$ cat src/rtl/tlv5618_if.sv
// Update request / DAC frame handshake bundle between the TLV5618 controller and its environment.
// master = requester plus serial driver side, slave = controller.
interface tlv5618_if;
    logic        upd_valid;
    logic        upd_ready;
    logic [11:0] ch_a;
    logic [11:0] ch_b;
    logic [15:0] DAC_DATA;
    logic        Start;
    logic        Set_Done;
    logic        busy;
    logic        timeout_err;

    modport master (
        output upd_valid, ch_a, ch_b, Set_Done,
        input  upd_ready, DAC_DATA, Start, busy, timeout_err
    );

    modport slave (
        input  upd_valid, ch_a, ch_b, Set_Done,
        output upd_ready, DAC_DATA, Start, busy, timeout_err
    );
endinterface

$ cat src/rtl/tlv5618_ctrl.sv
// Purpose: turns one (ch_a, ch_b) update into a buffered B word then an A word for a TLV5618 serial driver.
// Latency: word B Start one cycle after acceptance; word A Start one cycle after Set_Done of word B.
// Backpressure: upd_ready only in IDLE; each Set_Done wait is bounded by TIMEOUT_CYCLES (sticky error).
module tlv5618_ctrl #(
    parameter bit SPD            = 1'b1,
    parameter bit PWR            = 1'b0,
    parameter int GAP_CYCLES     = 4,
    parameter int TIMEOUT_CYCLES = 1024
) (
    input logic      clk,
    input logic      rst_n,
    tlv5618_if.slave bus
);
    localparam logic [15:0] TO_LAST  = 16'(TIMEOUT_CYCLES - 1);
    localparam logic [15:0] GAP_LAST = (GAP_CYCLES > 0) ? 16'(GAP_CYCLES - 1) : 16'd0;

    typedef enum logic [2:0] {IDLE, SEND_B, WAIT_B, SEND_A, WAIT_A, GAP} state_t;

    state_t      state, state_nxt;
    logic [15:0] cnt;
    logic [11:0] cap_a;
    logic [15:0] dac_data;
    logic        timeout_err;
    logic        accept;
    logic        expire;
    logic        load_a;

    always_ff @(posedge clk or negedge rst_n) begin
        if (!rst_n) state <= IDLE;
        else        state <= state_nxt;
    end

    // Set_Done is checked before the timeout compare so a coincident pulse still completes the word.
    always_comb begin
        state_nxt = state;
        accept    = 1'b0;
        expire    = 1'b0;
        load_a    = 1'b0;
        case (state)
            IDLE: begin
                if (bus.upd_valid) begin
                    accept    = 1'b1;
                    state_nxt = SEND_B;
                end
            end
            SEND_B: state_nxt = WAIT_B;
            WAIT_B: begin
                if (bus.Set_Done) begin
                    load_a    = 1'b1;
                    state_nxt = SEND_A;
                end else if (cnt == TO_LAST) begin
                    expire    = 1'b1;
                    state_nxt = IDLE;
                end
            end
            SEND_A: state_nxt = WAIT_A;
            WAIT_A: begin
                if (bus.Set_Done) begin
                    state_nxt = (GAP_CYCLES > 0) ? GAP : IDLE;
                end else if (cnt == TO_LAST) begin
                    expire    = 1'b1;
                    state_nxt = IDLE;
                end
            end
            GAP: begin
                if (cnt == GAP_LAST) state_nxt = IDLE;
            end
            default: state_nxt = IDLE;
        endcase
    end

    always_ff @(posedge clk or negedge rst_n) begin
        if (!rst_n) begin
            dac_data    <= 16'h0000;
            cap_a       <= 12'h000;
            timeout_err <= 1'b0;
            cnt         <= 16'd0;
        end else begin
            if (accept) begin
                dac_data <= {1'b0, SPD, PWR, 1'b1, bus.ch_b};
                cap_a    <= bus.ch_a;
            end else if (load_a) begin
                dac_data <= {1'b1, SPD, PWR, 1'b0, cap_a};
            end

            if (accept)      timeout_err <= 1'b0;
            else if (expire) timeout_err <= 1'b1;

            // One counter serves both wait timeouts and the inter-update gap; it restarts on every state change.
            if (state_nxt != state)                    cnt <= 16'd0;
            else if (state inside {WAIT_B, WAIT_A, GAP}) cnt <= cnt + 16'd1;
        end
    end

    assign bus.DAC_DATA    = dac_data;
    assign bus.Start       = (state == SEND_B) || (state == SEND_A);
    assign bus.busy        = (state != IDLE);
    assign bus.upd_ready   = (state == IDLE);
    assign bus.timeout_err = timeout_err;
endmodule

$ cat src/flat_wrapper.sv
// flat-port wrapper written by rule: the top's interface ports become plain ports
module tlv5618_ctrl_flat 
#(
    parameter bit SPD            = 1'b1,
    parameter bit PWR            = 1'b0,
    parameter int GAP_CYCLES     = 4,
    parameter int TIMEOUT_CYCLES = 1024
)
  (clk, rst_n, bus_upd_valid, bus_ch_a, bus_ch_b, bus_Set_Done, bus_upd_ready, bus_DAC_DATA, bus_Start, bus_busy, bus_timeout_err);
  tlv5618_if bus_i ();
  input logic clk;
  input logic rst_n;
  input wire logic [$bits(bus_i.upd_valid)-1:0] bus_upd_valid;
  input wire logic [$bits(bus_i.ch_a)-1:0] bus_ch_a;
  input wire logic [$bits(bus_i.ch_b)-1:0] bus_ch_b;
  input wire logic [$bits(bus_i.Set_Done)-1:0] bus_Set_Done;
  output wire logic [$bits(bus_i.upd_ready)-1:0] bus_upd_ready;
  output wire logic [$bits(bus_i.DAC_DATA)-1:0] bus_DAC_DATA;
  output wire logic [$bits(bus_i.Start)-1:0] bus_Start;
  output wire logic [$bits(bus_i.busy)-1:0] bus_busy;
  output wire logic [$bits(bus_i.timeout_err)-1:0] bus_timeout_err;
  assign bus_i.upd_valid = bus_upd_valid;
  assign bus_i.ch_a = bus_ch_a;
  assign bus_i.ch_b = bus_ch_b;
  assign bus_i.Set_Done = bus_Set_Done;
  assign bus_upd_ready = bus_i.upd_ready;
  assign bus_DAC_DATA = bus_i.DAC_DATA;
  assign bus_Start = bus_i.Start;
  assign bus_busy = bus_i.busy;
  assign bus_timeout_err = bus_i.timeout_err;
  tlv5618_ctrl #(.SPD(SPD), .PWR(PWR), .GAP_CYCLES(GAP_CYCLES), .TIMEOUT_CYCLES(TIMEOUT_CYCLES)) u_core (.clk(clk), .rst_n(rst_n), .bus(bus_i));
endmodule
$ cat config.mk
export PLATFORM = sky130hd
export DESIGN_NAME = tlv5618_ctrl_flat
export DESIGN_NICKNAME = d
export VERILOG_FILES = /design/src/rtl/tlv5618_if.sv /design/src/rtl/tlv5618_ctrl.sv /design/src/flat_wrapper.sv
export SDC_FILE = /design/constraint.sdc
export NUM_CORES = 1
export LEC_CHECK = 0
export CORE_ASPECT_RATIO = 1.75
export CORE_MARGIN = 2
export CORE_UTILIZATION = 54
export DETAILED_ROUTE_END_ITERATION = 12
export GPL_TIMING_DRIVEN = 0
export PLACE_DENSITY_LB_ADDON = 0.3
export REMOVE_ABC_BUFFERS = 1
export SETUP_SLACK_MARGIN = 0.4
export SLEW_MARGIN = 20
export SYNTH_ARGS = -nofsm -noshare
export SYNTH_HDL_FRONTEND = slang
export SYNTH_SLANG_ARGS = --single-unit
$ cat constraint.sdc
create_clock -name clk -period 3.5 [get_ports clk]
set_input_delay 0.35 -clock clk [delete_from_list [all_inputs] [get_ports clk]]
set_output_delay 0.35 -clock clk [all_outputs]
set_load 0.01 [all_outputs]
Word-level counts from Yosys, hierarchy flattened
Index checks and enable logic that the tools add are counted.
- bits in registers: 48
- bits in latches: 0
- bits in writable memories: 0
- bits in read-only memories: 0
- bits of input ports: 28
- output and inout bits: 20
- logic and storage cells: 41
- memories kept: 0
- add/subtract/negate cells: 1
- $mul: 0
- div/mod/pow operators: 0
- magnitude comparators: 0
- equal/unequal tests: 8
- shifts and indexed selects: 0
- multiplexer cells: 19
- bitwise operators: 0
- reduce and logical (&&, ||, !) cells: 8
- operator list (operator ; count):
    $mux 16 ; 4
    $pmux 3 s6 ; 1
    $add 16x1->16 const B ; 1
    $eq 16x10->1 const B ; 1
    $eq 16x2->1 const B ; 1
    $mux 3 ; 5
    $mux 1 ; 9
    $eq 3x2->1 const B ; 2
    $eq 3x3->1 const B ; 2
    $reduce_bool 2->1 ; 3
    $reduce_bool 3->1 ; 2
    $eq 3x1->1 const B ; 1
    $logic_not 3->1 ; 1
    $ne 3x3->1 ; 1
    $reduce_or 2->1 ; 1
    $logic_or 1x1->1 ; 1

Longest topological paths before layout
Gate-level depths: netlist of run 1.
- depth after elaboration: 6
- gate-level depth with buffers: 7

Worst setup path before layout of run 1
OpenSTA, ideal clock, no wires.
- path kind: register -> register
- start point: register u_core.cnt[0]
- end point: register u_core.cnt[0]
- setup time: 124 ps
- arrival: 1631 ps
- required time: 3376 ps
- path slack: 1745 ps
- stages on the path, launching flop included: 7
- path through: dfrtp_1 ha_1 nor3b_1 nand4_1 a32oi_2 buf_4 a21oi_1
- cells in the longest elaborated chain, start to end: 6
- elaborated cells on any way between the ends: 12
- classes of those cells: add/sub (1); eq/ne (3); mux (7); reduce/logical (1)
- ends and longest elaborated chain (what ; RTL line ; RTL):
    from (decl) ; tlv5618_ctrl.sv:20 ; logic [15:0] cnt;
    from (signal assigned) ; tlv5618_ctrl.sv:91 ; else if (state inside {WAIT_B, WAIT_A, GAP}) cnt <= cnt + 16'd1;
    $eq 16x10->1 ; tlv5618_ctrl.sv:51, tlv5618_ctrl.sv:60 ;
    $mux 3 ; tlv5618_ctrl.sv:51, tlv5618_ctrl.sv:60 ;
    $mux 3 (on tied branches) ; tlv5618_ctrl.sv:58, tlv5618_ctrl.sv:48 ;
    $pmux 3 s6 ; tlv5618_ctrl.sv:39 ; case (state)
    $ne 3x3->1 ; tlv5618_ctrl.sv:90 ; if (state_nxt != state) cnt <= 16'd0;
    $mux 16 / $reduce_bool 2->1 (equally long branches) ; - ;
Several ways; a longest one is shown, not always the timed one. The select of a mux whose other input is x is not followed.
A chain may end at the register's enable or synchronous reset.

Worst setup path in the final report of run 1
- start point: register u_core.cnt[0]
- end point: register u_core.cnt[15]
The elaborated chain is that of the path after synthesis.

==> results of run 1 <==
==> state kept, by name, summed over array words and instances (netlist names) <==
register / flops
u_core.cap_a: 12
u_core.bus.DAC_DATA: 15
u_core.state: 3
u_core.cnt: 16
u_core.bus.timeout_err: 1
==> cell families (layout without fill, tap and decap cells) <==
kind of cell | after synthesis | after routing | share of synthesized area (%)
and+or+nand+nor | 102 | 102 | 21.7
adders and majority gates | 1 | 1 | 0.545
AOI/OAI and AO/OA | 57 | 57 | 17.0
DFF | 47 | 47 | 51.3
other | 1 | 1 | 0.164
buffers and inverters | 19 | 61 | 4.09
muxes | 4 | 4 | 1.80
xor gates and xnor gates | 9 | 9 | 3.44
==> power by group <==
part | leakage (nW) | internal, mW | total, mW | switching, mW
clock network | 0.0654 | 0.285 | 0.467 | 0.182
logic | 0.575 | 0.387 | 0.835 | 0.448
registers | 0.593 | 0.715 | 0.848 | 0.134
==> routing by layer <==
layer	global-route usage [%]	up-vias	wire, µm
li1	-	932	-
met1	27.2	907	1960
met2	38.8	39	2500
met3	6.15	8	196
met4	7.69	0	90
met5	0	-	0
==> layout make-up <==
| class | count | area, µm² |
|---|---|---|
| sequential | 47 | 1180 |
| clock buffer | 6 | 72.6 |
| timing repair buffer | 48 | 485 |
| inverter | 5 | 18.8 |
| multi-input combinational | 174 | 1030 |
| fill | 320 | 1210 |
| tap | 49 | 61.3 |
| clock inverter | 2 | 60.1 |
==> metrics by stage <==
step | power (mW) | worst slack, ns | area [µm²]
finish | 2.15 | 1.07 | 2900
global route | 2.31 | 0.907 | 2900
CTS | 2.17 | 1.08 | 2900
detailed placement | 1.70 | 1.10 | 2760
global placement | 1.67 | 0.786 | 2740
floorplan | 1.32 | 1.59 | 2220
==> worst min-delay path, delay by kind of cell (launching register included) <==
kind | cells | cell delay [ns]
AND/OR/NAND/NOR | 2 | 0.11
flip-flops | 1 | 0.33
==> final timing paths <==
path                       cells after the start  slack (ns)                       to
max reg2reg                                    5        1.07           u_core.cnt[15]
min                                            2        0.47          u_core.cap_a[9]
max in group asynchronous                      3        2.51  u_core.bus.DAC_DATA[15]
max                                            5        1.07           u_core.cnt[15]
min reg2reg                                    2        0.47          u_core.cap_a[9]
min in group asynchronous                      2        0.50   u_core.bus.DAC_DATA[8]
==> synth_stat cells, types with 2 or more instances <==
library cell                count
sky130_fd_sc_hd__a21oi_1       15
sky130_fd_sc_hd__a22oi_1        6
sky130_fd_sc_hd__a31oi_1       13
sky130_fd_sc_hd__and2_1         3
sky130_fd_sc_hd__and4_1         2
sky130_fd_sc_hd__buf_2          9
sky130_fd_sc_hd__buf_4          3
sky130_fd_sc_hd__clkbuf_1       2
sky130_fd_sc_hd__dfrtp_1       47
sky130_fd_sc_hd__inv_1          5
sky130_fd_sc_hd__mux2i_1        3
sky130_fd_sc_hd__nand2_1       54
sky130_fd_sc_hd__nand4_1        2
sky130_fd_sc_hd__nor2_1        19
sky130_fd_sc_hd__nor3_2         2
sky130_fd_sc_hd__nor4_1         4
sky130_fd_sc_hd__o2111ai_1      5
sky130_fd_sc_hd__o211ai_1       4
sky130_fd_sc_hd__o211ai_2       2
sky130_fd_sc_hd__o21ai_0        3
sky130_fd_sc_hd__o31ai_1        5
sky130_fd_sc_hd__or2_2          2
sky130_fd_sc_hd__or4_1          5
sky130_fd_sc_hd__xor2_1         9
==> repair_timing <==
action                                 4_1_cts  5_1_grt
endpoints found under the hold margin       16        0
setup buffers                                0        0
gates resized for setup                      0        0
hold buffers                                 1        0
==> layout by cell type, fill, tap and decap left out, drive strengths merged, types with 2 or more instances in the layout <==
cell,n
o211ai,6
o2111ai,5
clkdlybuf4s50,45
buf,2
nor3,2
o31ai,5
nor3b,2
nor4,4
a31oi,13
or2,2
inv,5
mux2i,3
o21ai,4
a22oi,6
or4,5
nor2b,2
xor2,9
clkbuf,6
nor2,19
nand4,3
and4,2
dfrtp,47
bufinv,2
and2,3
a21oi,15
nand2,54
==> results.txt, run 1 <==
The number of buffers added by the clock tree synthesis step is 5. The average size of a mapped cell is 9.56 µm². The number of flops mapped to enable cells by yosys came out at 0. The floorplan step defined a die boundary enclosing 0.00481 mm². Global routing consumed, over all layers together, between 20 and 25% of the routing resources. In this run, the number of DRC markers left after iteration 0 of detailed routing was between 50 and 60.

The power per unit of standard cell area came out at between 700 and 800 mW/mm². The final-report hold violation count was 0. The root buffer cell chosen for the clock tree is sky130_fd_sc_hd__clkbuf_8.

After detailed routing, the number of vias per cell comes to 5.70. The number of max-slew violations in the final report is 0. The DRC violation count after routing is 0. The final critical path time including I/O delays and setup came out at about 2.4 ns. The total wirelength of the detailed-routed design is around 4.7 mm. The placer congestion estimate is 0.825. The starting utilization of the core area is roughly 56%.

The clock transition at the registers of the reported paths came out at about 0.08 ns. The number of buffers inserted by port buffering is 46. The worst setup skew after layout is 0.00511 ns. The area of the mapped netlist is between 0.002 and 0.0025 mm².

The share of Yosys cell area claimed by the top area cell type came out at approximately half. The type of the most critical hold path is reg2reg. The beginning of the critical path is u_core.cnt[0]. The number of antenna diodes in the final layout is 0. The fraction of the yosys area taken by sequential cells is between 50% and 60%.

TritonCTS built the clock tree. The number of top-level design ports came out at 48. In this run the critical register-to-register path is launched from u_core.cnt[0].

The count of buffering cells on the critical path with inverters included is 0. The synthesized design spends more area on one cell type than any other, namely sky130_fd_sc_hd__dfrtp_1. The die width came out at 53.3 µm. The global-route wire length before repair is roughly 8.4 mm.

The peak per-stage delay on the critical path came out at around 0.75 ns. The number of distinct library cells after synthesis came out at 40. For this design, the slowest cell found on the critical path is sky130_fd_sc_hd__a32oi_2. The number of setup violations in the final report came out at 0. The critical path goes through ha_1 > nor3b_1 > nand4_1 > a32oi_2 > a22oi_1. The kind of critical path is reg2reg.

The core occupancy in the finished layout came out at a little over two thirds. The chip height came out at between 90 and 100 µm. The worst-case clock buffer depth came out at 2. The hold path startpoint is u_core.cap_a[9]. Including well taps, the total number of placed cells is 322. STA classifies the critical path endpoint as a register.

The relative max-transition margin is ~44%. The proportion of register bits with asynchronous set or reset after synthesis came out at 100%. The number of detailed-route iterations in the first pass came out at 4. The number of synthesized register bits came out at 47. The pin count of the biggest net entering global routing came out at 32. By area the synthesized netlist is led by sky130_fd_sc_hd__dfrtp_1 (51%), sky130_fd_sc_hd__nand2_1 (8.8%), sky130_fd_sc_hd__a31oi_1 (3.5%). In the synthesized netlist the dominant register cell turns out to be sky130_fd_sc_hd__dfrtp_1. The row count is 31. The startpoint type of the worst setup path is a register. After the last flow step, the layout net total stands at 310. The routed length per instance came out at approximately 14 µm. Global routing finished with a remaining overflow of 0. The number of sinks handled by clock tree synthesis came out at 47.

On the final layout, the worst hold slack is roughly 0.47 ns. The half-perimeter wire length after placement came out at roughly 3.4 mm. The cell count after synthesis is 240. The share of final-layout standard cells stronger than drive strength 1 is ~7.1%. From synthesis to final layout, the design area changed by 26.6%. The CTS H-tree depth is 2. The maximum clock rate is between 400 and 500 MHz. The max-capacitance violation count came out at 0.

At the worst endpoint, the required time is ~3.6 ns. The region available for standard cell placement spans around 0.004 mm². The actual slew at the worst max-slew pin is between 0.8 and 0.9 ns. Setup repair after global routing left no endpoint under its margin. The via count came out at 1,886. The number of antenna violations at the first check in global routing is 0. The number of nets still failing antenna checks after routing is 0. The fraction of the cycle the final worst path needs came out at 69.4%.

On the critical path the largest part of the delay comes from compound AO/OA/AOI/OAI gates. The final non-filler cell total came out at about 330. Along the worst path, the maximum fanout reaches 16. Clock latency on the worst-skew pair, taken at its later pin, is approximately 0.31 ns. The sum of negative setup slack is 0 ns. The via count of the first global-routing pass is 1,872. The worst path arrival time is around 2.6 ns. VDD sags by at most 0.530 mV. The flow ran to the end, and the final reports show no timing, DRC or antenna violations. The warning count from the yosys run came out at 0. The static leakage came out at ~1.2 nW.
Power figures use the tool's default switching activity.
==> run 2: changes to the inputs <==
--- a/config.mk
+++ b/config.mk
@@ -7,7 +7,7 @@
 export LEC_CHECK = 0
 export CORE_ASPECT_RATIO = 1.75
 export CORE_MARGIN = 2
-export CORE_UTILIZATION = 54
+export CORE_UTILIZATION = 51
 export DETAILED_ROUTE_END_ITERATION = 12
 export GPL_TIMING_DRIVEN = 0
 export PLACE_DENSITY_LB_ADDON = 0.3
==> constraint.sdc (replaced) <==
create_clock -name clk -period 2.3 [get_ports clk]
set_input_delay 0.23 -clock clk [delete_from_list [all_inputs] [get_ports clk]]
set_output_delay 0.23 -clock clk [all_outputs]
set_load 0.01 [all_outputs]
==> run 2 against run 1 <==
Worst hold slack lost 0.047 ns. First-iteration DRC count up 24%. Critical path depth down 2. Die area is 5.5% higher. Register-to-register slack worse by 0.61 ns. Clock power up 7.3%. Final cell count rose by 7.9%. Critical path type is now reg2out.
==> results.txt, run 2 (same netlist as run 1, synthesis figures left out) <==
The run finished with clean final reports. The relative max-transition margin came out at between 40 and 50%. Port buffering added between 40 and 50 buffers. The CTS H-tree depth came out at 2. The ratio of routed vias to standard cells came out at between 5 and 6. TritonCTS built the clock tree. The row count is 32.

u_core.cnt holds more flip-flops than any other register. The sum of negative setup slack is 0 ns. Data arrives at the worst endpoint at between 1.5 and 2 ns. The number of buffers added by the clock tree synthesis step came out at 5. The fraction of the cycle the final worst path needs is between 80% and 90%. The via count is 2,037. The most common cell after layout, fill and taps aside is sky130_fd_sc_hd__nand2_1. Global routing used 23.8% of the available tracks. The setup slack of the worst register-to-register path came out at between 0.4 and 0.5 ns. The highest layer touched by signal routing is met4. The power per unit of standard cell area is between 1000 and 1500 mW/mm². The static leakage is approximately 1.4 nW. For the worst setup path, the data required time is between 2 and 2.5 ns. The core outline area came out at ~0.0044 mm². The detailed router finished its first iteration with 73 violations. Measured along the y axis, the die boundary spans slightly above 90 µm. For this block, wires on met1 add up to between 2 and 2.5 mm. The DRC violation count after routing is 0. Setup repair after global routing left no endpoint under its margin.

The total wirelength of the detailed-routed design came out at approximately 5.5 mm. The critical path in this run is classified as reg2out. In this run the worst hold path is classified as in2async.

The number of sinks handled by clock tree synthesis is 47. The half-perimeter wire length after placement is about 3.4 mm. The worst-case vdd ir drop came out at ~0.83 mV. The final critical path time including I/O delays and setup is 1.86 ns. STA classifies the critical path startpoint as a register.

In this run switching power makes up 38.0% of total power. The placer congestion estimate came out at 0.747. The actual slew at the worst max-slew pin came out at around 0.83 ns. The global-route wire length before repair came out at just under 9 mm. The worst register-to-register path begins at u_core.state[0]. The overall die area came out at 0.00507 mm². The share of final-layout standard cells stronger than drive strength 1 came out at between 10% and 20%. In this run the horizontal extent of the chip is about 55 µm. Counting the fill cells in the layout gives just under 300.

For this run the aggregate overflow at the end of global routing stands at 0. The total power is approximately 3.4 mW. The core occupancy in the finished layout came out at a little under three quarters. The flip-flop count of the largest register, all copies and words added came out at 16. The routed wire length on met3 came out at between 200 and 250 µm. The clock transition at the registers of the reported paths came out at about 0.090 ns.

The number of detailed-route iterations in the first pass is 4. The critical register-to-register path endpoint is u_core.cnt[15]. The switching power is around 1.3 mW. The later pin in the worst-skew pair is clocked with a latency of 0.31 ns. The beginning of the critical path is u_core.state[0]. The met2 routed wirelength came out at approximately 3 mm. In this run, the combinational gates consume between 40 and 50% of the power.

The worst setup path is captured at a primary output. The maximum clock rate is 537 MHz. The total internal power came out at ~2.1 mW.

The number of nets in the layout came out at between 300 and 400. Entering global routing, the biggest net connects 27 pins. The max-capacitance violation count came out at 0. The via count of the first global-routing pass came out at about 1,900. The number of setup violations in the final report is 0. In this run the count of I/O pins placed on the die edge is 48. The number of antenna repair diodes came out at 0. In the layout the commonest cells are sky130_fd_sc_hd__nand2_1 (54), sky130_fd_sc_hd__clkdlybuf4s50_1 (44), sky130_fd_sc_hd__dfrtp_1 (42). The routed length per instance came out at about 16 µm. The final-report hold violation count came to 0. In this run, flip-flops and latches consume 36.8% of the power. Of all nets on the critical path, the largest fanout is 4. The proportion of power drawn by the clock network is between 10% and 20%.

Once detail routing completed, the nets flagged for antenna violations numbered 0. The number of max-slew violations in the final report is 0. The number of cells on the worst reg-to-reg path is 5. The cell sitting at the root of the clock tree is a sky130_fd_sc_hd__clkbuf_8. Across the routed clock network, the largest skew measured is just under 0.005 ns. The number of antenna violations at the first check in global routing was 0. The post-synthesis to final-layout area growth is 37.0%.

The worst-case clock buffer depth is 2. The starting utilization of the core area is between 50% and 60%.
[run 2: changes by cell type in the layout (fill, tap and decap cells not counted), sizes merged]
cell,before,now
clkinv,0,1
clkinvlp,0,2
clkdlybuf4s50,45,44
dlymetal6s2s,0,1
bufinv,2,0
clkbuf,6,5
buf,2,26
[run 2: per-layer routing]
metal  GRT usage (%)  up-vias
met5               0        -
met4            6.88        0
met3            4.52       12
met2            41.1       63
met1            28.8      980
li1                -      982
[run 2: worst max path at each step]
stage	end	cells past startpoint
3_3_place_gp	u_core.bus.DAC_DATA[15]	1
5_1_grt	u_core.cnt[14]	4
6_report	bus_upd_ready	3
4_1_cts	bus_upd_ready	2
3_5_place_dp	u_core.cnt[15]	5
2_1_floorplan	u_core.cnt[15]	4
[run 2: power by group through the flow]
stage / Clock [mW] / Combinational, mW / Sequential (mW)
CTS: 0.507 / 1.56 / 1.28
global placement: 0 / 1.25 / 1.30
finish: 0.501 / 1.67 / 1.27
floorplan: 0 / 0.677 / 1.33
global route: 0.546 / 1.83 / 1.29
detailed placement: 0 / 1.29 / 1.31
[run 2: what timing repair did]
item / CTS / global route
endpoints found under the setup margin: 43 / 41
hold buffers: 1 / 0
gates resized for setup: 10 / 7
buffers inserted: 14 / 10
pin swaps: 4 / 3
endpoints found under the hold margin: 21 / 0
[run 2: area by class of cell]
| type | count | area (µm²) | area share (%) |
|---|---|---|---|
| repair buffers | 72 | 693 | 22.1 |
| inverters | 5 | 18.8 | 0.597 |
| multi-input cells | 174 | 1090 | 34.8 |
| flip-flops and latches | 47 | 1180 | 37.6 |
| well taps | 51 | 63.8 | 2.03 |
| clock buffers | 5 | 68.8 | 2.19 |
| clock inverters | 3 | 20.0 | 0.637 |
[run 2: worst max-delay path, stage by stage (launching register included)]
cell	delay (ns)
sky130_fd_sc_hd__dfrtp_2	0.43
sky130_fd_sc_hd__buf_4	0.16
sky130_fd_sc_hd__nor3_4	0.16
sky130_fd_sc_hd__clkdlybuf4s50_1	0.57
[run 2: stage by stage]
stage	cell area (µm²)	setup slack [ns]	std cells	hold slack, ns
2_1_floorplan	2220	0.393	226	-0.0656
5_1_grt	3140	0.386	357	0.463
3_5_place_dp	2760	-0.148	324	0.239
3_3_place_gp	2740	-0.312	323	0.443
4_1_cts	3050	0.416	347	0.446
6_report	3140	0.439	357	0.420
==> run 3: changes to the inputs <==
==> constraint.sdc (replaced) <==
create_clock -name clk -period 1.8 [get_ports clk]
set_input_delay 0.18 -clock clk [delete_from_list [all_inputs] [get_ports clk]]
set_output_delay 0.18 -clock clk [all_outputs]
set_load 0.01 [all_outputs]
==> run 3 against run 2 <==
The flow now finishes with violations (negative setup slack). Worst setup slack worse by 0.49 ns. Clock power is 29% higher. Global-route usage up 3.8 points. Via count rose by 24%. Core utilization is 17 points higher. Clock skew is 0.00073 ns higher. Critical path type is now reg2reg.
==> results.txt, run 3 (same netlist as run 1, synthesis figures left out) <==
The run finished, with violations left. The final reports fail on negative setup slack. The total power came out at between 5 and 6 mW. Setup repair after global routing could not meet its margin everywhere. The cell count of the worst reg-to-reg path is 6. The fraction of the cycle the final worst path needs came out at 103%. For the pin with the worst max-slew slack, the measured transition is 0.808 ns. The post-synthesis to final-layout area growth came out at 68.5%.

The maximum fanout along the worst path came out at 4. The CTS H-tree depth came out at 2. The final critical-path setup slack came out at -0.0505 ns. In the layout the commonest cells are sky130_fd_sc_hd__dfrtp_1 (40), sky130_fd_sc_hd__buf_4 (30), sky130_fd_sc_hd__clkdlybuf4s50_1 (26). The most critical setup path has its startpoint at u_core.cnt[5]. The cell at the slowest stage of the critical path is sky130_fd_sc_hd__dfrtp_1. The worst path arrival time is 2.03 ns. The core outline area came out at 0.00436 mm². The overall die area came out at a little over 0.005 mm². The number of detailed-route iterations in the first pass came out at 5. The path class of the tightest hold or removal check is in2async. The root buffer cell chosen for the clock tree is sky130_fd_sc_hd__clkbuf_8. The number of top-level design ports is 48. STA classifies the critical path endpoint as a register. The pin count of the biggest net entering global routing is 27. The max-capacitance violation count is 0.

Dividing total power by cell area gives a power density of 1480 mW/mm². The worst-case vdd ir drop is roughly 1.3 mV. The aggregate global routing overflow is 0. The sum of negative setup slack is -0.405 ns. Routability-driven placement finished with a final weighted congestion of approximately 0.75. The number of setup violations in the final report is 17. Leaving out fill and tap cells, the most frequent cell in the layout is sky130_fd_sc_hd__dfrtp_1.

The clock latency reported for the late side of the worst-skew pair is 0.31 ns. The total wirelength of the detailed-routed design is roughly 9.0 mm. After the flow finishes, the layout carries non-filler instances totaling a little under 400. The DRC violation count after routing came out at 0.

The via count is 2,521. The worst pin sits at a relative slew slack of between 40% and 50%. After detailed routing, the average wire length per cell comes to approximately 23 µm. The signal on the critical path passes through nor4_1 > nand4_1 > buf_4 > buf_6 > a31oi_1 > o32ai_1.

The maximum clock rate is ~540 MHz. The detail route stage leaves a number of antenna-violating nets equal to 0. At the worst endpoint, the required time is slightly below 2 ns. The static leakage came out at ~1.7 nW. The multi-input combinational cells in the finished layout cover a total of between 0.0015 and 0.002 mm². The number of nets in the layout is 367. The number of antenna violations at the first check in global routing is 0. The number of buffers added by the clock tree synthesis step came out at 5. By startpoint and endpoint, the worst setup path is classified as reg2reg. The worst setup skew after layout is around 0.0057 ns. The number of antenna repair diodes is 0. During placement, the flow inserted port buffers numbering between 40 and 50. The worst-case clock buffer depth came out at 2.

The number of buffers and inverters on the critical path is 2. Dividing the detail-routed via count by the number of cells gives 6.46. Row generation in the floorplan step produced 32 rows. The final-report hold violation count is 0. The via count of the first global-routing pass is 2,063. TritonCTS built the clock tree. The final critical path time including I/O delays and setup came out at around 1.9 ns.

The share of final-layout standard cells stronger than drive strength 1 is 43.7%. The flip-flop count of the largest register, all copies and words added is 16. The chip height is a little over 90 µm. The number of sinks handled by clock tree synthesis came out at between 40 and 50. Clock-pin slew was measured on the worst setup and hold paths at 0.09 ns.

The half-perimeter wire length after placement came out at roughly 3.4 mm. The starting DRC count in detailed routing came out at between 100 and 150. The peak per-stage delay on the critical path is about 0.46 ns.

The area taken by flip-flops and latches came out at approximately 0.0012 mm². The worst setup path is launched from a register. The global-route wire length before repair is between 10 and 15 mm.

The cell depth of the worst setup path is 6. Among cell families on the critical path, the largest total delay comes from simple AND/OR/NAND/NOR gates. The aggregate global-route resource usage came out at 27.6%. The filler cells instantiated in the layout total 187.

After detailed placement, the design holds a cell count of ~320. The register with the most flip-flops in the final layout is u_core.cnt. For this configuration, the core starts out at a cell density of about 53%. The number of max-slew violations in the final report was 0. The worst register-to-register path begins at u_core.cnt[5].

The die width came out at between 50 and 60 µm.
run 3: final cells by class:
| cell class | count | share of cell area [%] |
|---|---|---|
| multi-input combinational | 180 | 38.9 |
| sequential | 47 | 30.7 |
| timing repair buffer | 99 | 25.9 |
| clock buffer | 5 | 1.78 |
| tap | 51 | 1.65 |
| inverter | 5 | 0.551 |
| clock inverter | 3 | 0.518 |
run 3: metal layers:
metal  wire [µm]  global-route usage, %  share of wire, %  vias to the layer above
li1            -                      -                 -                     1053
met1        3050                   32.3                34                     1245
met2        4830                   46.4                53                      171
met3         631                   5.16               7.0                       52
met4         530                   12.5               5.9                        0
met5           0                      0                 0                        -
run 3: final timing paths:
check                                          endpoint  slack (ns)
worst max-delay path                    u_core.state[0]       -0.05
max in group asynchronous               u_core.state[1]        0.86
worst min-delay path            u_core.bus.DAC_DATA[10]        0.39
worst max register to register          u_core.state[0]       -0.05
worst min register to register  u_core.bus.DAC_DATA[14]        0.49
min in group clk                        u_core.cap_a[3]        0.39
run 3: per-stage QoR:
step / area [µm²] / worst slack, ns / utilization, % / hold slack [ns]
6_report: 3860 / -0.0505 / 88.5 / 0.388
5_1_grt: 3860 / -0.122 / 88.5 / 0.417
4_1_cts: 3300 / 0.121 / 75.5 / 0.396
3_5_place_dp: 2760 / -0.648 / 63.3 / 0.189
3_3_place_gp: 2740 / -0.762 / 62.8 / 0.443
2_1_floorplan: 2220 / -0.107 / - / -0.116
run 3: power by group:
group	switching, mW	leakage [nW]	internal [mW]
Clock	0.377	0.0402	0.271
Sequential	0.305	0.582	1.40
Combinational	1.76	1.09	1.61
Total	2.45	1.71	3.28
run 3: timing repair:
item / 4_1_cts / 5_1_grt
setup buffers: 33 / 18
setup endpoints to repair: 54 / 58
hold buffers: 1 / 0
resized for setup: 60 / 96
cloned: 1 / 5
pin swaps: 14 / 46
endpoints found under the hold margin: 21 / 0
==> edit 1 (settings of run 1) <==
Reset style: synchronous (`rst_n`), changed in 2 clocked blocks.
--- a/src/rtl/tlv5618_ctrl.sv
+++ b/src/rtl/tlv5618_ctrl.sv
@@ -25,7 +25,7 @@
     logic        expire;
     logic        load_a;
 
-    always_ff @(posedge clk or negedge rst_n) begin
+    always_ff @(posedge clk) begin
         if (!rst_n) state <= IDLE;
         else        state <= state_nxt;
     end
@@ -69,7 +69,7 @@
         endcase
     end
 
-    always_ff @(posedge clk or negedge rst_n) begin
+    always_ff @(posedge clk) begin
         if (!rst_n) begin
             dac_data    <= 16'h0000;
             cap_a       <= 12'h000;
Function: differs if rst_n is asserted again (counterexample within 4 cycles, from zero or initial values and one cycle with rst_n low); with rst_n held inactive, the same outputs for 10 cycles.
==> edit 1 against run 1 <==
- sequential cell count stayed put
- final area is 5.6% lower
- highest routed layer unchanged
- wire length is 7.2% lower
- synthesized area is 6.3% lower
- synthesized cell count is 1.7% higher
- worst setup slack worse by 0.43 ns
- critical path depth is 1 higher
Power is not compared: it rests on default switching activity, and its combinational part moved more than twofold at a synthesized area within 25%.
==> edit 1: results (changes against run 1) <==
clock_skew_ns: 0.00783  # was 0.00511 ns
r2r_setup_slack_ns: 0.64  # was 1.07 ns
ys_async_sr_fraction_pct: 0  # was 100%
drive_gt1_share_pct: 5.24  # was 7.09%
r2r-end: "u_core.cnt[8]"  # was u_core.cnt[15]
ys.flop_type: "dfxtp_1"  # was dfrtp_1
placed_cell_area_um2: 2630  # was 2760 µm²
synthAdderAreaFrac_pct: 0.582  # was 0.546%
synth_compound_area_share_pct: 16.2  # was 17.0%
synth_area_leaders: "dfxtp_1, nand2_1, mux2i_1"  # was dfrtp_1, nand2_1, a31oi_1
synth_common_cells: "dfxtp_1, nand2_1, nor2_1, a21boi_0, mux2i_1"  # was nand2_1, dfrtp_1, nor2_1, a21oi_1, a31oi_1
power.leakage_nw: 1.12
cp-endpoint: "u_core.cnt[8]"  # was u_core.cnt[15]
routedWlPerCell_um: 13.2  # was 14.3 µm
via_per_inst: 5.36  # was 5.70
dp_cells: 326  # was 322
dp_hpwl_mm: 3.16  # was 3.35 mm
grt_start_max_net_pins: 39  # was 32
synthXorXnorAreaFrac_pct: 6.52  # was 3.44%
critPathSlowestCell: "o31ai_4"  # was a32oi_2
whs_endpoint: "u_core.cap_a[8]"  # was u_core.cap_a[9]
cts.root.buffer_cell: "clkbuf_8"  # unchanged
r2r-start: "u_core.cnt[0]"  # unchanged
grt_usage_pct: 21.7  # was 23.0%
grt_pass1_wl_mm: 7.49  # was 8.40 mm
hp-start: "u_core.cap_a[8]"  # was u_core.cap_a[9]
seq_area_frac_synth_pct: 43.8  # was 51.3%
grt_pass1_vias: 1803  # was 1872
drt_iter0_drc: 36  # was 59
worst_slew_pin_slew_ns: 0.954  # was 0.833 ns
syn_avg_cell_area_um2: 8.80  # was 9.56 µm²
worst_ep_arrival_time_ns: 3.02  # was 2.57 ns
gp_congestion: 0.833  # was 0.825
worst-r2r-cell-count: 6  # was 5
muxShareOfSynthArea_pct: 6.52  # was 1.80%
cp_slowest_stage_delay_ns: 0.60  # was 0.75 ns
status: "finished clean"  # unchanged
## edit 1: cell type report
cell class	instances	area (µm²)
clock inverter	2	35.0
tap	48	60.1
fill	313	1120
multi-input combinational	180	1140
timing repair buffer	48	474
inverter	3	11.3
clock buffer	6	82.6
sequential	47	941
## edit 1: layer usage
metal  GRT usage (%)  routed length [µm]
met1            21.2                1750
met2            40.9                2360
met3            5.50                 194
met4            10.3                  96
met5               0                   0
## edit 1: stage by stage
stage,setup slack [ns],hold WS (ns),setup TNS [ns]
5_1_grt,0.457,0.499,0
2_1_floorplan,0.951,0.443,0
4_1_cts,0.614,0.477,0
3_3_place_gp,-0.178,0.448,-2.08
6_report,0.644,0.468,0
3_5_place_dp,0.628,0.465,0
## edit 1: power groups by stage
stage	registers (mW)	clock network [mW]	logic [mW]
floorplan	0.612	0	0.111
global placement	0.605	0	0.227
detailed placement	0.607	0	0.232
CTS	0.595	0.418	0.233
global route	0.600	0.435	0.254
finish	0.595	0.407	0.229
==> edit 2 (config.mk and constraints of run 1) <==
Made on the original files. `SPD` is set to 1'b1 in 2 places; all go to 1'b0.
--- a/src/rtl/tlv5618_ctrl.sv
+++ b/src/rtl/tlv5618_ctrl.sv
@@ -2,7 +2,7 @@
 // Latency: word B Start one cycle after acceptance; word A Start one cycle after Set_Done of word B.
 // Backpressure: upd_ready only in IDLE; each Set_Done wait is bounded by TIMEOUT_CYCLES (sticky error).
 module tlv5618_ctrl #(
-    parameter bit SPD            = 1'b1,
+    parameter bit SPD            = 1'b0,
     parameter bit PWR            = 1'b0,
     parameter int GAP_CYCLES     = 4,
     parameter int TIMEOUT_CYCLES = 1024
--- a/src/flat_wrapper.sv
+++ b/src/flat_wrapper.sv
@@ -1,7 +1,7 @@
 // flat-port wrapper written by rule: the top's interface ports become plain ports
 module tlv5618_ctrl_flat 
 #(
-    parameter bit SPD            = 1'b1,
+    parameter bit SPD            = 1'b0,
     parameter bit PWR            = 1'b0,
     parameter int GAP_CYCLES     = 4,
     parameter int TIMEOUT_CYCLES = 1024
Check against the original RTL: not equivalent (a bounded check fails within 4 cycles, from zero or initial values and one cycle with rst_n low).
==> edit 2 against run 1 <==
- wire length is 9.5% lower
- highest routed layer unchanged
- die area down 4.3%
- fmax rose by 13%
- power shrank 8.5%
- final area is 5.5% lower
- sequential cell count fell by 1
- worst setup slack improved by 0.29 ns
- synthesized area is 4.6% lower
==> edit 2: results (changes against run 1) <==
status: "finished clean"  # unchanged
vias: 1799  # was 1886
grt_use_met2_pct: 39.7  # was 38.8%
gp_congestion: 0.845  # was 0.825
cp-startpoint: "u_core.state[2]"  # was u_core.cnt[0]
r2r_setup_slack_ns: 1.47  # was 1.07 ns
clk-insertion-delay-late_ns: 0.29  # was 0.31 ns
worst_ep_arrival_time_ns: 1.79  # was 2.57 ns
cp_slowest_stage_delay_ns: 0.61  # was 0.75 ns
hp-start: "u_core.cap_a[5]"  # was u_core.cap_a[9]
max-vdd-ir-drop_mv: 0.637  # was 0.530 mV
n_antenna_cell: 0  # unchanged
ys_warn_count: 0  # unchanged
slew_viol_final: 0  # unchanged
grt_pass1_wl_mm: 7.64  # was 8.40 mm
final-seq-area_um2: 1150  # was 1180 µm²
cp-endpoint: "bus_upd_ready"  # was u_core.cnt[15]
synth_common_cells: "nand2_1, dfrtp_1, nor2_1, a31oi_1, xor2_1"  # was nand2_1, dfrtp_1, nor2_1, a21oi_1, a31oi_1
cts_max_path_buffers: 2  # unchanged
multi_input_comb_area_um2: 948  # was 1030 µm²
n_all_buffers: 48  # unchanged
seq_area_frac_synth_pct: 52.6  # was 51.3%
critPathSlowestCell: "clkdlybuf4s50_1"  # was a32oi_2
grt_usage_pct: 21.9  # was 23.0%
crit_fanout: 13  # was 16
nonClkBufAreaFrac_pct: 17.7  # was 16.7%
placement.io_buffers: 45  # was 46
clock_skew_ns: 0.00852  # was 0.00511 ns
yosysUniqueCellTypes: 37  # was 40
intPower_mw: 1.24  # was 1.39 mW
synth_area_leaders: "dfrtp_1, nand2_1, nor2_1"  # was dfrtp_1, nand2_1, a31oi_1
num-multi-input-gates: 177  # was 174
grt_start_max_net_pins: 35  # was 32
nNonClkInverters: 3  # was 5
r2r-end: "u_core.bus.DAC_DATA[7]"  # was u_core.cnt[15]
min_path_cells: 2  # unchanged
placed_cell_area_um2: 2650  # was 2760 µm²
whs_endpoint: "u_core.cap_a[5]"  # was u_core.cap_a[9]
routedWlPerCell_um: 13.0  # was 14.3 µm
worst-r2r-cell-count: 4  # was 5
fin_nets: 310  # unchanged
drive_gt1_share_pct: 7.45  # was 7.09%
power.leakage_nw: 1.21  # was 1.23 nW
multi_input_area_share_pct: 34.6  # was 35.5%
grt_use_met1_pct: 24.3  # was 27.2%
ys_seq_elements: 46  # was 47
nFillCells: 302  # was 320
grt_util_met3_pct: 4.22  # was 6.15%
regMostFlops: "u_core.cnt"  # unchanged
r2r-start: "u_core.state[2]"  # was u_core.cnt[0]
worst_slew_pin_slew_ns: 0.837  # was 0.833 ns
clock_area_share_pct: 3.15  # was 4.57%
largest_reg_flops: 16  # unchanged
cts_hold_buf: 1  # unchanged
dp_hpwl_mm: 3.16  # was 3.35 mm
drt_iter0_drc: 25  # was 59
[edit 2: changes by cell type after synthesis, sizes merged, moves of 4 or more]
cell | before | now
nand3 | 1 | 7
nor2 | 19 | 35
o211ai | 6 | 0
a21oi | 15 | 11
or4 | 5 | 0
o2111ai | 5 | 0
nand2 | 54 | 59
a22oi | 6 | 0
o31ai | 5 | 0
[edit 2: cells by family (layout without fill, tap and decap cells)]
logic type / count (synthesis) / count (layout) / synth area share (%)
buf+inv: 16 / 59 / 4.40
simple gates: 125 / 125 / 25.9
xor+xnor: 15 / 15 / 6.00
fa+ha+maj: 1 / 1 / 0.572
compound gates: 32 / 32 / 9.43
mux: 2 / 2 / 0.915
flops: 46 / 46 / 52.6
other cells: 1 / 2 / 0.171
[edit 2: power by group through the flow]
stage	combinational (mW)	clock, mW	sequential [mW]
after CTS	0.848	0.320	0.823
after floorplan	0.439	0	0.848
after detailed placement	0.843	0	0.830
final	0.834	0.311	0.822
after global routing	0.938	0.339	0.844
after global placement	0.806	0	0.825
[edit 2: through the flow]
stage                     util, %  instances  total power, mW  worst slack [ns]  hold slack, ns
after floorplan                 -        226             1.29              1.51          0.0544
after global placement       67.7        319             1.63             0.785           0.444
after detailed placement     68.5        321             1.67              1.42           0.265
after CTS                    71.0        330             1.99              1.34           0.473
after global routing         71.0        330             2.12              1.18           0.496
final                        71.0        330             1.97              1.36           0.470
[edit 2: worst max-delay path, delay by kind of cell (launching register included)]
family	cells	cell delay (ns)
buffers and inverters	1	0.61
DFF	1	0.52
and+or+nand+nor	1	0.38
[edit 2: layer usage]
layer  wire (µm)  vias up  part of all wire (%)
met5           0        -                     0
met4         105        0                   2.4
met3         148       11                   3.4
met2        2370       40                    55
met1        1670      862                    39
li1            -      886                     -
